<file path="src/rtl/leaf_pkt_pkg.sv">
// -----------------------------------------------------------------------------
// leaf_pkt_pkg
// Shared definitions for the BFT leaf receive path: the 49-bit leaf packet
// layout, the receive state encoding and small field-extraction helpers.
// Packet layout:
//   [48]    valid
//   [47:44] destination port
//   [43:32] reserved (ignored)
//   [31:0]  payload
// -----------------------------------------------------------------------------
package leaf_pkt_pkg;

    localparam int PKT_W      = 49;
    localparam int VALID_BIT  = 48;
    localparam int PORT_HI    = 47;
    localparam int PORT_LO    = 44;
    localparam int PORT_W     = PORT_HI - PORT_LO + 1;
    localparam int PAYLOAD_HI = 31;
    localparam int PAYLOAD_LO = 0;
    localparam int PKT_PAYLOAD_W = PAYLOAD_HI - PAYLOAD_LO + 1;

    typedef enum logic [1:0] {
        ST_IDLE  = 2'd0,
        ST_RUN   = 2'd1,
        ST_DRAIN = 2'd2
    } rx_state_e;

    function automatic logic [PORT_W-1:0] get_dest_port(input logic [PKT_W-1:0] pkt);
        return pkt[PORT_HI:PORT_LO];
    endfunction

    function automatic logic [PKT_PAYLOAD_W-1:0] get_payload(input logic [PKT_W-1:0] pkt);
        return pkt[PAYLOAD_HI:PAYLOAD_LO];
    endfunction

endpackage

</file>
<file path="src/rtl/leaf_rx_fifo.sv">
// -----------------------------------------------------------------------------
// leaf_rx_fifo
// Synchronous first-word-fall-through FIFO. The head entry is always visible on
// pop_data while the FIFO is non-empty (zero when empty). A push into a full
// FIFO is accepted only when a pop happens in the same cycle.
// Ports:
//   clk        clock
//   reset_n    synchronous active-low reset (empties the FIFO)
//   push       write request, push_data written on acceptance
//   pop        read request, head removed when non-empty
//   pop_data   head entry
//   full/empty registered status flags
//   count      occupancy, 0..DEPTH
// -----------------------------------------------------------------------------
module leaf_rx_fifo #(
    parameter int WIDTH = 32,
    parameter int DEPTH = 16
) (
    input  logic                     clk,
    input  logic                     reset_n,
    input  logic                     push,
    input  logic [WIDTH-1:0]         push_data,
    input  logic                     pop,
    output logic [WIDTH-1:0]         pop_data,
    output logic                     full,
    output logic                     empty,
    output logic [$clog2(DEPTH):0]   count
);

    localparam int ADDR_W = $clog2(DEPTH);

    logic [WIDTH-1:0]  mem_r [DEPTH];
    logic [ADDR_W-1:0] wr_ptr_r;
    logic [ADDR_W-1:0] rd_ptr_r;
    logic [ADDR_W:0]   count_r;
    logic [ADDR_W:0]   count_next_s;
    logic              empty_r;
    logic              full_r;
    logic              do_pop_s;
    logic              do_push_s;

    // Qualify requests: a pop needs data, a push needs room or a same-cycle pop.
    always_comb begin
        do_pop_s  = pop & ~empty_r;
        do_push_s = push & (~full_r | do_pop_s);
    end

    // Occupancy update; push+pop together leaves it unchanged.
    always_comb begin
        count_next_s = count_r;
        case ({do_push_s, do_pop_s})
            2'b10:   count_next_s = count_r + {{ADDR_W{1'b0}}, 1'b1};
            2'b01:   count_next_s = count_r - {{ADDR_W{1'b0}}, 1'b1};
            default: count_next_s = count_r;
        endcase
    end

    // Pointers, occupancy and flags; flags are derived from the next occupancy
    // so they are registered and line up with count_r.
    always_ff @(posedge clk) begin
        if (!reset_n) begin
            wr_ptr_r <= {ADDR_W{1'b0}};
            rd_ptr_r <= {ADDR_W{1'b0}};
            count_r  <= {(ADDR_W+1){1'b0}};
            empty_r  <= 1'b1;
            full_r   <= 1'b0;
        end else begin
            if (do_push_s) begin
                wr_ptr_r <= wr_ptr_r + {{(ADDR_W-1){1'b0}}, 1'b1};
            end
            if (do_pop_s) begin
                rd_ptr_r <= rd_ptr_r + {{(ADDR_W-1){1'b0}}, 1'b1};
            end
            count_r <= count_next_s;
            empty_r <= (count_next_s == {(ADDR_W+1){1'b0}});
            full_r  <= (count_next_s == (ADDR_W+1)'(DEPTH));
        end
    end

    // Storage array; contents need no reset because pointers define validity.
    always_ff @(posedge clk) begin
        if (reset_n && do_push_s) begin
            mem_r[wr_ptr_r] <= push_data;
        end
    end

    assign pop_data = empty_r ? {WIDTH{1'b0}} : mem_r[rd_ptr_r];
    assign full     = full_r;
    assign empty    = empty_r;
    assign count    = count_r;

endmodule

</file>
<file path="src/rtl/leaf_rx_demux.sv">
// -----------------------------------------------------------------------------
// leaf_rx_demux
// Receive-side leaf interface of a DFX page. Samples the BFT leaf packet
// stream, decodes the destination port and steers the payload into one FWFT
// FIFO per output stream. Gated by ap_start through an IDLE/RUN/DRAIN FSM.
// Ports:
//   clk_400, reset_400        clock, synchronous active-low reset
//   ap_start                  level enable for packet acceptance
//   din_leaf_bft2interface    49-bit leaf packet
//   dout_stream_data/valid    per-port FWFT head data and valid
//   dout_stream_ready         per-port pop request
//   overflow                  sticky per-port drop-on-full flags
//   misroute                  sticky flag, destination port out of range
//   drop_count                saturating count of dropped packets
//   busy                      not IDLE, or any FIFO holds data
// Pipeline: stage 1 registers the packet, stage 2 decodes and writes the FIFO,
// so a packet sampled at one edge shows as valid two clocks later.
// -----------------------------------------------------------------------------
module leaf_rx_demux
    import leaf_pkt_pkg::*;
#(
    parameter int NUM_PORTS  = 4,
    parameter int FIFO_DEPTH = 16,
    parameter int PAYLOAD_W  = 32
) (
    input  logic                           clk_400,
    input  logic                           reset_400,
    input  logic                           ap_start,
    input  logic [PKT_W-1:0]               din_leaf_bft2interface,
    output logic [NUM_PORTS*PAYLOAD_W-1:0] dout_stream_data,
    output logic [NUM_PORTS-1:0]           dout_stream_valid,
    input  logic [NUM_PORTS-1:0]           dout_stream_ready,
    output logic [NUM_PORTS-1:0]           overflow,
    output logic                           misroute,
    output logic [15:0]                    drop_count,
    output logic                           busy
);

    localparam int CNT_W = $clog2(FIFO_DEPTH) + 1;

    rx_state_e              state_r;
    rx_state_e              state_next_s;

    logic                   sample_s;
    logic                   in_valid_r;
    logic [PORT_W-1:0]      in_port_r;
    logic [PAYLOAD_W-1:0]   in_payload_r;

    logic [NUM_PORTS-1:0]   push_s;
    logic [NUM_PORTS-1:0]   pop_s;
    logic [NUM_PORTS-1:0]   full_s;
    logic [NUM_PORTS-1:0]   empty_s;
    logic [CNT_W-1:0]       fifo_count_s [NUM_PORTS];
    logic                   fifos_idle_s;

    logic [NUM_PORTS-1:0]   ovf_hit_s;
    logic                   misroute_hit_s;
    logic                   drop_s;

    logic [NUM_PORTS-1:0]   overflow_r;
    logic                   misroute_r;
    logic [15:0]            drop_count_r;

    // True when every FIFO is empty.
    always_comb begin
        fifos_idle_s = 1'b1;
        for (int p = 0; p < NUM_PORTS; p++) begin
            fifos_idle_s = fifos_idle_s & (fifo_count_s[p] == {CNT_W{1'b0}});
        end
    end

    // Next-state logic. Leaving DRAIN waits for the stage-1 packet too, so a
    // late packet cannot land in a FIFO while the FSM already reports IDLE.
    always_comb begin
        state_next_s = state_r;
        case (state_r)
            ST_IDLE: begin
                if (ap_start) begin
                    state_next_s = ST_RUN;
                end else begin
                    state_next_s = ST_IDLE;
                end
            end
            ST_RUN: begin
                if (!ap_start) begin
                    state_next_s = ST_DRAIN;
                end else begin
                    state_next_s = ST_RUN;
                end
            end
            ST_DRAIN: begin
                if (ap_start) begin
                    state_next_s = ST_RUN;
                end else if (fifos_idle_s && !in_valid_r) begin
                    state_next_s = ST_IDLE;
                end else begin
                    state_next_s = ST_DRAIN;
                end
            end
            default: state_next_s = ST_IDLE;
        endcase
    end

    // State register.
    always_ff @(posedge clk_400) begin
        if (!reset_400) begin
            state_r <= ST_IDLE;
        end else begin
            state_r <= state_next_s;
        end
    end

    // Sampling stops on the very edge where the FSM leaves RUN.
    assign sample_s = (state_r == ST_RUN) & ap_start & din_leaf_bft2interface[VALID_BIT];

    // Stage 1 input register.
    always_ff @(posedge clk_400) begin
        if (!reset_400) begin
            in_valid_r   <= 1'b0;
            in_port_r    <= {PORT_W{1'b0}};
            in_payload_r <= {PAYLOAD_W{1'b0}};
        end else begin
            in_valid_r <= sample_s;
            if (sample_s) begin
                in_port_r    <= get_dest_port(din_leaf_bft2interface);
                in_payload_r <= PAYLOAD_W'(get_payload(din_leaf_bft2interface));
            end
        end
    end

    assign pop_s = dout_stream_ready & ~empty_s;

    // Stage 2 decode: route to a FIFO, or flag a misroute / full-FIFO drop.
    // A full FIFO still accepts when its head is popped in the same cycle.
    always_comb begin
        push_s         = {NUM_PORTS{1'b0}};
        ovf_hit_s      = {NUM_PORTS{1'b0}};
        misroute_hit_s = 1'b0;
        if (in_valid_r) begin
            if (32'(in_port_r) >= NUM_PORTS) begin
                misroute_hit_s = 1'b1;
            end else begin
                for (int p = 0; p < NUM_PORTS; p++) begin
                    if (in_port_r == PORT_W'(p)) begin
                        if (full_s[p] && !pop_s[p]) begin
                            ovf_hit_s[p] = 1'b1;
                        end else begin
                            push_s[p] = 1'b1;
                        end
                    end else begin
                        push_s[p] = 1'b0;
                    end
                end
            end
        end else begin
            misroute_hit_s = 1'b0;
        end
    end

    assign drop_s = misroute_hit_s | (|ovf_hit_s);

    // Sticky flags and saturating drop counter; cleared only by reset.
    always_ff @(posedge clk_400) begin
        if (!reset_400) begin
            overflow_r   <= {NUM_PORTS{1'b0}};
            misroute_r   <= 1'b0;
            drop_count_r <= 16'h0000;
        end else begin
            overflow_r <= overflow_r | ovf_hit_s;
            misroute_r <= misroute_r | misroute_hit_s;
            if (drop_s && (drop_count_r != 16'hFFFF)) begin
                drop_count_r <= drop_count_r + 16'h0001;
            end
        end
    end

    for (genvar g = 0; g < NUM_PORTS; g++) begin : g_port
        leaf_rx_fifo #(
            .WIDTH (PAYLOAD_W),
            .DEPTH (FIFO_DEPTH)
        ) u_fifo (
            .clk       (clk_400),
            .reset_n   (reset_400),
            .push      (push_s[g]),
            .push_data (in_payload_r),
            .pop       (dout_stream_ready[g]),
            .pop_data  (dout_stream_data[g*PAYLOAD_W +: PAYLOAD_W]),
            .full      (full_s[g]),
            .empty     (empty_s[g]),
            .count     (fifo_count_s[g])
        );
    end

    assign dout_stream_valid = ~empty_s;
    assign overflow          = overflow_r;
    assign misroute          = misroute_r;
    assign drop_count        = drop_count_r;
    assign busy              = (state_r != ST_IDLE) | ~fifos_idle_s;

endmodule

</file>
<file path="config.mk">
export PLATFORM = sky130hd
export DESIGN_NAME = leaf_rx_demux
export DESIGN_NICKNAME = d
export VERILOG_FILES = /design/src/rtl/leaf_pkt_pkg.sv /design/src/rtl/leaf_rx_fifo.sv /design/src/rtl/leaf_rx_demux.sv
export SDC_FILE = /design/constraint.sdc
export NUM_CORES = 2
export LEC_CHECK = 0
export CORE_MARGIN = 5
export CORE_UTILIZATION = 33
export DETAILED_ROUTE_END_ITERATION = 8
export GPL_TIMING_DRIVEN = 0
export PLACE_DENSITY = 0.58
export SYNTH_ARGS = -nofsm -noshare
export SYNTH_HDL_FRONTEND = slang
export SYNTH_SLANG_ARGS = --single-unit
export TNS_END_PERCENT = 5
</file>
<file path="constraint.sdc">
create_clock -name clk_400 -period 5.6 [get_ports clk_400]
set_clock_uncertainty 0.1 [all_clocks]
set_input_delay 0.56 -clock clk_400 [delete_from_list [all_inputs] [get_ports clk_400]]
set_output_delay 0.56 -clock clk_400 [all_outputs]
set_load 0.02 [all_outputs]
</file>
Word level (Yosys, flattened, before mapping)
Memory sizes are Yosys's and may differ from the RTL's. A register that Yosys moved wholly into a read port is not among the register bits.
Cells that the tools add are included.
{"block": "word_totals", "register_bits": 120, "mem_bits_rw": 2048, "input_bits": 56, "output_inout_bits": 154, "word_cells": 177, "n_memories": 4}
{"block": "op_classes", "add_sub_neg": 17, "magnitude_cmp": 1, "n_eq_ne": 18, "n_mux": 51, "n_bitwise": 32, "reduce_logical": 27}
{"name": "g_port[0].u_fifo.mem_r", "depth": 16, "word_bits": 32, "read_ports": 1, "rd_ports_with_merged_regs": 1, "wr": 1, "line_no": "leaf_rx_fifo.sv:32", "text": "logic [WIDTH-1:0] mem_r [DEPTH];"}
{"name": "g_port[1].u_fifo.mem_r", "depth": 16, "word_bits": 32, "read_ports": 1, "rd_ports_with_merged_regs": 1, "wr": 1, "line_no": "leaf_rx_fifo.sv:32"}
{"name": "g_port[2].u_fifo.mem_r", "depth": 16, "word_bits": 32, "read_ports": 1, "rd_ports_with_merged_regs": 1, "wr": 1, "line_no": "leaf_rx_fifo.sv:32"}
{"name": "g_port[3].u_fifo.mem_r", "depth": 16, "word_bits": 32, "read_ports": 1, "rd_ports_with_merged_regs": 1, "wr": 1, "line_no": "leaf_rx_fifo.sv:32"}
{"operator": "2-to-1 mux 32 bit", "n": 4}
{"operator": "2-to-1 mux 4 bit", "n": 12}
{"operator": "zero test 5 bit", "n": 8}
{"operator": "case mux 5 bit (2 select lines)", "n": 4}
{"operator": "adder 4 x 1 -> 4 bit (second input constant)", "n": 8}
{"operator": "2-to-1 mux 1 bit", "n": 27}
{"operator": "adder 5 x 1 -> 5 bit (second input constant)", "n": 4}
{"operator": "== test 5 bit (second input constant)", "n": 4}
{"operator": "subtractor 5 x 1 -> 5 bit (second input constant)", "n": 4}
{"operator": "adder 16 x 1 -> 16 bit (second input constant)", "n": 1}
{"operator": "!= test 16 bit (second input constant)", "n": 1}
{"operator": "AND 1 bit", "n": 13}
{"operator": "== test 2 x 1 -> 1 bit (second input constant)", "n": 5}
{"operator": "== test 2 bit (second input constant)", "n": 5}
{"operator": "logical AND 1 bit", "n": 10}
{"operator": "NOT 1 bit", "n": 9}
{"operator": "== test 4 x 2 -> 1 bit (second input constant)", "n": 2}
{"operator": "OR 1 bit", "n": 7}
{"operator": "2-to-1 mux 2 bit", "n": 3}
{"operator": "case mux 2 bit (3 select lines)", "n": 1}
{"operator": "zero test 1 bit", "n": 5}
{"operator": "AND 4 bit", "n": 1}
{"operator": "== test 4 x 1 -> 1 bit (second input constant)", "n": 1}
{"operator": "greater-or-equal comparator 4 x 3 -> 1 bit (second input constant)", "n": 1}
{"operator": "6 further kinds", "n": 6}

Depth between registers and ports, before layout
{"block": "depth", "depth_word": 12, "ltp_mapped": 12, "depth_no_buf": 11}

Hierarchy
Synthesis repeated with hierarchy kept, for this count alone.
{"block": "unflattened", "cells_unflattened": 3783, "area_unflattened_um2": 84009.3}
{"module": "leaf_rx_fifo (g_port[1].u_fifo ...)", "instances": 2, "cells_per_inst": 866, "area_per_inst_um2": 20348.3}
{"module": "leaf_rx_fifo (g_port[0].u_fifo)", "instances": 1, "cells_per_inst": 861, "area_per_inst_um2": 20358.3}
{"module": "leaf_rx_fifo (g_port[3].u_fifo)", "instances": 1, "cells_per_inst": 866, "area_per_inst_um2": 20357.0}
{"module": "leaf_rx_demux", "instances": 1, "cells_per_inst": 324, "area_per_inst_um2": 2597.5}

Least setup slack after synthesis
OpenSTA, ideal clock, no wires.
{"block": "synth_timing", "path_type": "input to register", "startpoint": "in dout_stream_ready[3]", "endpoint": "mem g_port[3].u_fifo.mem_r[0][0] (enable)", "setup_time_ns": 0.461, "arrival_ns": 3.578, "required_time_ns": 5.039, "path_slack_ns": 1.461, "path_stages": 4, "n_path_buf": 0, "cell_sequence": "nand2b_1 -> a211oi_2 -> nand3_1 -> nor3_1"}
{"block": "synth_via", "elab_chain_cells": 11}
{"item": "start: declaration", "line_no": "leaf_rx_demux.sv:32", "text": "input logic [NUM_PORTS-1:0] dout_stream_ready,"}
{"item": "AND 4 bit", "line_no": "leaf_rx_demux.sv:131", "text": "assign pop_s = dout_stream_ready & ~empty_s;"}
{"item": "zero test 1 bit", "line_no": "leaf_rx_demux.sv:145", "text": "if (full_s[p] && !pop_s[p]) begin"}
{"item": "logical AND 1 bit", "line_no": "leaf_rx_demux.sv:145"}
{"item": "2-to-1 mux 1 bit", "line_no": "leaf_rx_demux.sv:145"}
{"item": "2-to-1 mux 1 bit", "line_no": "leaf_rx_demux.sv:144", "text": "if (in_port_r == PORT_W'(p)) begin"}
{"item": "2-to-1 mux 4 bit", "line_no": "leaf_rx_demux.sv:140", "text": "if (32'(in_port_r) >= NUM_PORTS) begin"}
{"item": "2-to-1 mux 4 bit", "line_no": "leaf_rx_demux.sv:139", "text": "if (in_valid_r) begin"}
{"item": "AND 1 bit (*)", "line_no": "leaf_rx_fifo.sv:45", "text": "do_push_s = push & (~full_r | do_pop_s);"}
{"item": "logical AND 1 bit (*)", "line_no": "leaf_rx_fifo.sv:82", "text": "if (reset_n && do_push_s) begin"}
{"item": "2-to-1 mux 1 bit (*)", "line_no": "leaf_rx_fifo.sv:82"}
{"item": "2-to-1 mux 1 bit (implied by the code) (*)", "line_no": "leaf_rx_fifo.sv:83", "text": "mem_r[wr_ptr_r] <= push_data;"}
{"item": "end: declaration", "line_no": "leaf_rx_fifo.sv:32"}
Mark *: on every way between the ends. The rest lies on a longest branch, timed or not.

==> impl_metrics.env <==
export IMPL_status="completed"
export IMPL_critPathSlowestCell="sky130_fd_sc_hd__clkbuf_1"
export IMPL_cells_after_synth=3747
export IMPL_cell_total_after_placement=7416
export IMPL_fp_dieArea_mm2=0.264
export IMPL_switching_share_pct=19.9
export IMPL_highest_attainable_clock_frequency_ghz=0.195
export IMPL_tightestPinTransition_ns=1.17
export IMPL_crit_chain="clkbuf_1, clkbuf_1, mux4_2, mux4_2, and2_1, clkdlybuf4s50_1"
export IMPL_synth_enable_flop_cells=2048
export IMPL_cp_buffers_inverters=3
export IMPL_core_area_mm2=0.253
export IMPL_detailedRoute_firstIterationViolations=3397
export IMPL_slew_viol_final=0
export IMPL_seq_total_area_yosys_pct=76.7
export IMPL_tritoncts="built"
export IMPL_num_rows=185
export IMPL_num_io_pins=210
export IMPL_synth_area_leader_cell="sky130_fd_sc_hd__edfxtp_1"
export IMPL_netlist_area_leader_share_pct=73.5
export IMPL_cp_slowest_stage_delay_ns=0.87
export IMPL_p_switching_mw=6.38
export IMPL_holdWs_ns=0.165
export IMPL_powerDensity_mw_per_mm2=322
export IMPL_vias=39700
export IMPL_cts_sinks=2184
export IMPL_grt_antenna_before_repair=17
export IMPL_cts_repair_resizes=0
export IMPL_rsz0062_at_grt="false"
export IMPL_cap_violations=0
export IMPL_layout_drive_gt1_share_pct=26.6
export IMPL_comb_power_share_pct=1.4
export IMPL_final_antenna_net_count=0
export IMPL_nNetsFinal=4370
export IMPL_wire_length_of_the_first_global_routing_pass_um=301000
export IMPL_numPortBuffers=196
export IMPL_hpwl_um=141000
export IMPL_syn_avg_cell_area_um2=22.3
export IMPL_finalSetupViolations=0
export IMPL_register_clock_pin_slew_on_the_reported_worst_setup_and_hold_paths_ns=0.06
export IMPL_maximum_buffer_depth_of_the_clock_tree=3
export IMPL_internal_power_mw=25.6
export IMPL_critPathCaptureType="output pin"
export IMPL_post_cts_setup_buffer_count=0
export IMPL_drt_pre_antenna_iters=5
export IMPL_dieHeight_um=514
export IMPL_area_growth_syn_to_layout_pct=18.6
export IMPL_timing_worst_setup_path_type="flop to output pin"
export IMPL_worst_endpoint_required_ns=4.94
export IMPL_most_frequent_cells_in_the_layout="sky130_fd_sc_hd__edfxtp_1 (2,048), sky130_fd_sc_hd__mux4_2 (640), sky130_fd_sc_hd__clkbuf_16 (222)"
export IMPL_pin_count_of_the_biggest_net_entering_global_routing=66
export IMPL_slew_limit_headroom_pct=21.9
export IMPL_post_layout_nonfiller_instances=7827
export IMPL_crit_family="buffers and inverters"
export IMPL_asyncSetResetFlopFracSynth_pct=0
export IMPL_wl_per_cell_um=26.9
export IMPL_place_gp_congestion=0.764
export IMPL_sequential_power_share_pct=55.4
export IMPL_drcViolationCount=0
export IMPL_hp_class="input port to flop"
export IMPL_clock_insertion_delay_at_the_later_pin_of_the_skew_report_ns=0.84
export IMPL_grt_usage_pct=15.8
export IMPL_via_count_of_the_first_global_routing_pass=41200
export IMPL_synth_warning_count=0
export IMPL_postSynth_topFlopCell="sky130_fd_sc_hd__edfxtp_1"
export IMPL_worst_path_max_fanout=10
export IMPL_place_area_mm2=0.0925
export IMPL_fillers=22500
export IMPL_postSynthRegisterBits=2184
export IMPL_synth_top_cells_by_area="sky130_fd_sc_hd__edfxtp_1 (73%), sky130_fd_sc_hd__mux4_2 (17%), sky130_fd_sc_hd__dfxtp_1 (3.3%), sky130_fd_sc_hd__and2_1 (0.98%), sky130_fd_sc_hd__nor2_1 (0.58%)"
export IMPL_crit_path_start_kind="flop"
export IMPL_layout_cells_most_common="sky130_fd_sc_hd__edfxtp_1"
export IMPL_total_of_hold_buffers_inserted_after_clock_tree_synthesis=0
export IMPL_timing_final_crit_share_pct=91.4
export IMPL_postSynthNetCount=3844
export IMPL_timing_critical_path_arrival_ns=4.46
export IMPL_clock_power_share_pct=43.2
export IMPL_initial_cell_density_of_the_core_pct=33.1
export IMPL_finalCriticalPeriod_ns=5.12
export IMPL_grt_overflow_total=0
export IMPL_totalWireLength_um=210000
export IMPL_irDropWorstVdd_mv=0.309
export IMPL_htreeDepth=4
export IMPL_design_area_mm2=0.0993
export IMPL_hold_viol_final=0
export IMPL_mappedNetlistArea_mm2=0.0837
export IMPL_cts_root_buf="sky130_fd_sc_hd__clkbuf_16"
export IMPL_tritoncts_num_buffers=220
export IMPL_fin_setup_tns_ns=0
export IMPL_power_leakage_nw=27.1
export IMPL_die_width_um=514
export IMPL_yosysUniqueCellTypes=49
export IMPL_vias_per_cell=5.07
synthesized netlist by cell type, types with 3 or more instances:
| library cell | count |
|---|---|
| sky130_fd_sc_hd__nor3_1 | 8 |
| sky130_fd_sc_hd__ha_1 | 37 |
| sky130_fd_sc_hd__o21ai_0 | 11 |
| sky130_fd_sc_hd__and3_1 | 5 |
| sky130_fd_sc_hd__o211ai_1 | 5 |
| sky130_fd_sc_hd__mux4_2 | 640 |
| sky130_fd_sc_hd__a21oi_1 | 73 |
| sky130_fd_sc_hd__buf_2 | 51 |
| sky130_fd_sc_hd__fa_1 | 4 |
| sky130_fd_sc_hd__nand2b_1 | 12 |
| sky130_fd_sc_hd__nand4b_1 | 4 |
| sky130_fd_sc_hd__nand3_1 | 16 |
| sky130_fd_sc_hd__nor2b_1 | 7 |
| sky130_fd_sc_hd__dfxtp_1 | 136 |
| sky130_fd_sc_hd__nand3b_1 | 7 |
| sky130_fd_sc_hd__a21o_1 | 4 |
| sky130_fd_sc_hd__a211o_1 | 8 |
| sky130_fd_sc_hd__edfxtp_1 | 2048 |
| sky130_fd_sc_hd__a211oi_2 | 4 |
| sky130_fd_sc_hd__xor2_1 | 27 |
| sky130_fd_sc_hd__nor2_1 | 130 |
| sky130_fd_sc_hd__xnor2_1 | 9 |
| sky130_fd_sc_hd__o21ai_1 | 3 |
| sky130_fd_sc_hd__clkbuf_1 | 123 |
| sky130_fd_sc_hd__and2_1 | 131 |
| sky130_fd_sc_hd__inv_1 | 38 |
| sky130_fd_sc_hd__or4_1 | 8 |
| sky130_fd_sc_hd__nand2_1 | 114 |
| sky130_fd_sc_hd__o31ai_1 | 12 |
| sky130_fd_sc_hd__or3_1 | 7 |
| sky130_fd_sc_hd__o41ai_1 | 3 |
| sky130_fd_sc_hd__nor4_1 | 7 |
| sky130_fd_sc_hd__mux2i_1 | 6 |
| sky130_fd_sc_hd__nand4_1 | 17 |
| sky130_fd_sc_hd__buf_1 | 13 |
final timing paths:
kind,end,cells past startpoint,slack (ns),startpoint
worst max-delay path,dout_stream_data[122],6,0.48,flop
worst min-delay path,in_payload_r[2],3,0.17,din_leaf_bft2interface[2]
worst max register to register,g_port[3].u_fifo.mem_r[1][9],7,2.10,in_port_r[3]
worst min register to register,misroute,2,0.35,misroute
kinds of logic after synthesis:
logic type,count (synthesis),synth area share [%]
muxes,646,17.3
adders and majority gates,41,0.649
DFF,2184,76.7
buffers and inverters,229,1.11
and+or+nand+nor,481,2.90
AOI/OAI and AO/OA,130,0.952
xor gates and xnor gates,36,0.377
flip-flops by register name, summed over array words and instances (netlist names), named ones only:
register,cells
g_port.u_fifo.mem_r,2048
in_payload_r,32
g_port.u_fifo.count,20
drop_count,16
g_port.u_fifo.rd_ptr_r,16
g_port.u_fifo.wr_ptr_r,16
g_port.u_fifo.empty,4
g_port.u_fifo.full,4
in_port_r,4
overflow,4
state_r,2
in_valid_r,1
misroute,1
per-stage QoR:
stage | util [%] | setup slack (ns) | total power, mW
floorplan | - | 1.46 | 18.3
global placement | 35.5 | -2.27 | 18.5
detailed placement | 36.5 | 1.32 | 18.6
CTS | 39.2 | 0.367 | 32.3
global route | 39.2 | 0.324 | 33.0
finish | 39.2 | 0.484 | 32.0
per-layer routing:
| layer | vias to the layer above | GRT usage (%) | part of all wire [%] |
|---|---|---|---|
| met5 | - | 0 | 0 |
| met4 | 0 | 5.59 | 3.2 |
| met3 | 274 | 2.55 | 5.7 |
| met2 | 1229 | 25.8 | 49 |
| met1 | 21400 | 21.6 | 42 |
| li1 | 16700 | - | - |
cell type report:
type	count	area, µm²	area share (%)
inverters	41	154	0.155
plain buffers	188	773	0.779
clock buffers	298	5900	5.94
repair buffers	304	4120	4.15
flip-flops and latches	2184	64300	64.7
diodes	10	25.0	0.0252
multi-input cells	1334	19000	19.2
clock inverters	102	807	0.813
well taps	3366	4210	4.24
power by group through the flow:
stage / combinational, mW / sequential, mW / clock [mW]
floorplan: 0.203 / 18.1 / 0
global placement: 0.387 / 18.1 / 0
detailed placement: 0.467 / 18.1 / 0
CTS: 0.468 / 17.7 / 14.1
global route: 0.487 / 17.7 / 14.8
finish: 0.455 / 17.7 / 13.8
tightest hold or removal path, cell delays in order:
cell and delay (ns):
sky130_fd_sc_hd__clkdlybuf4s50_1 0.39, sky130_fd_sc_hd__nand2_1 0.06, sky130_fd_sc_hd__a21oi_1 0.05
Note: power is estimated with default switching activity, not from simulation.
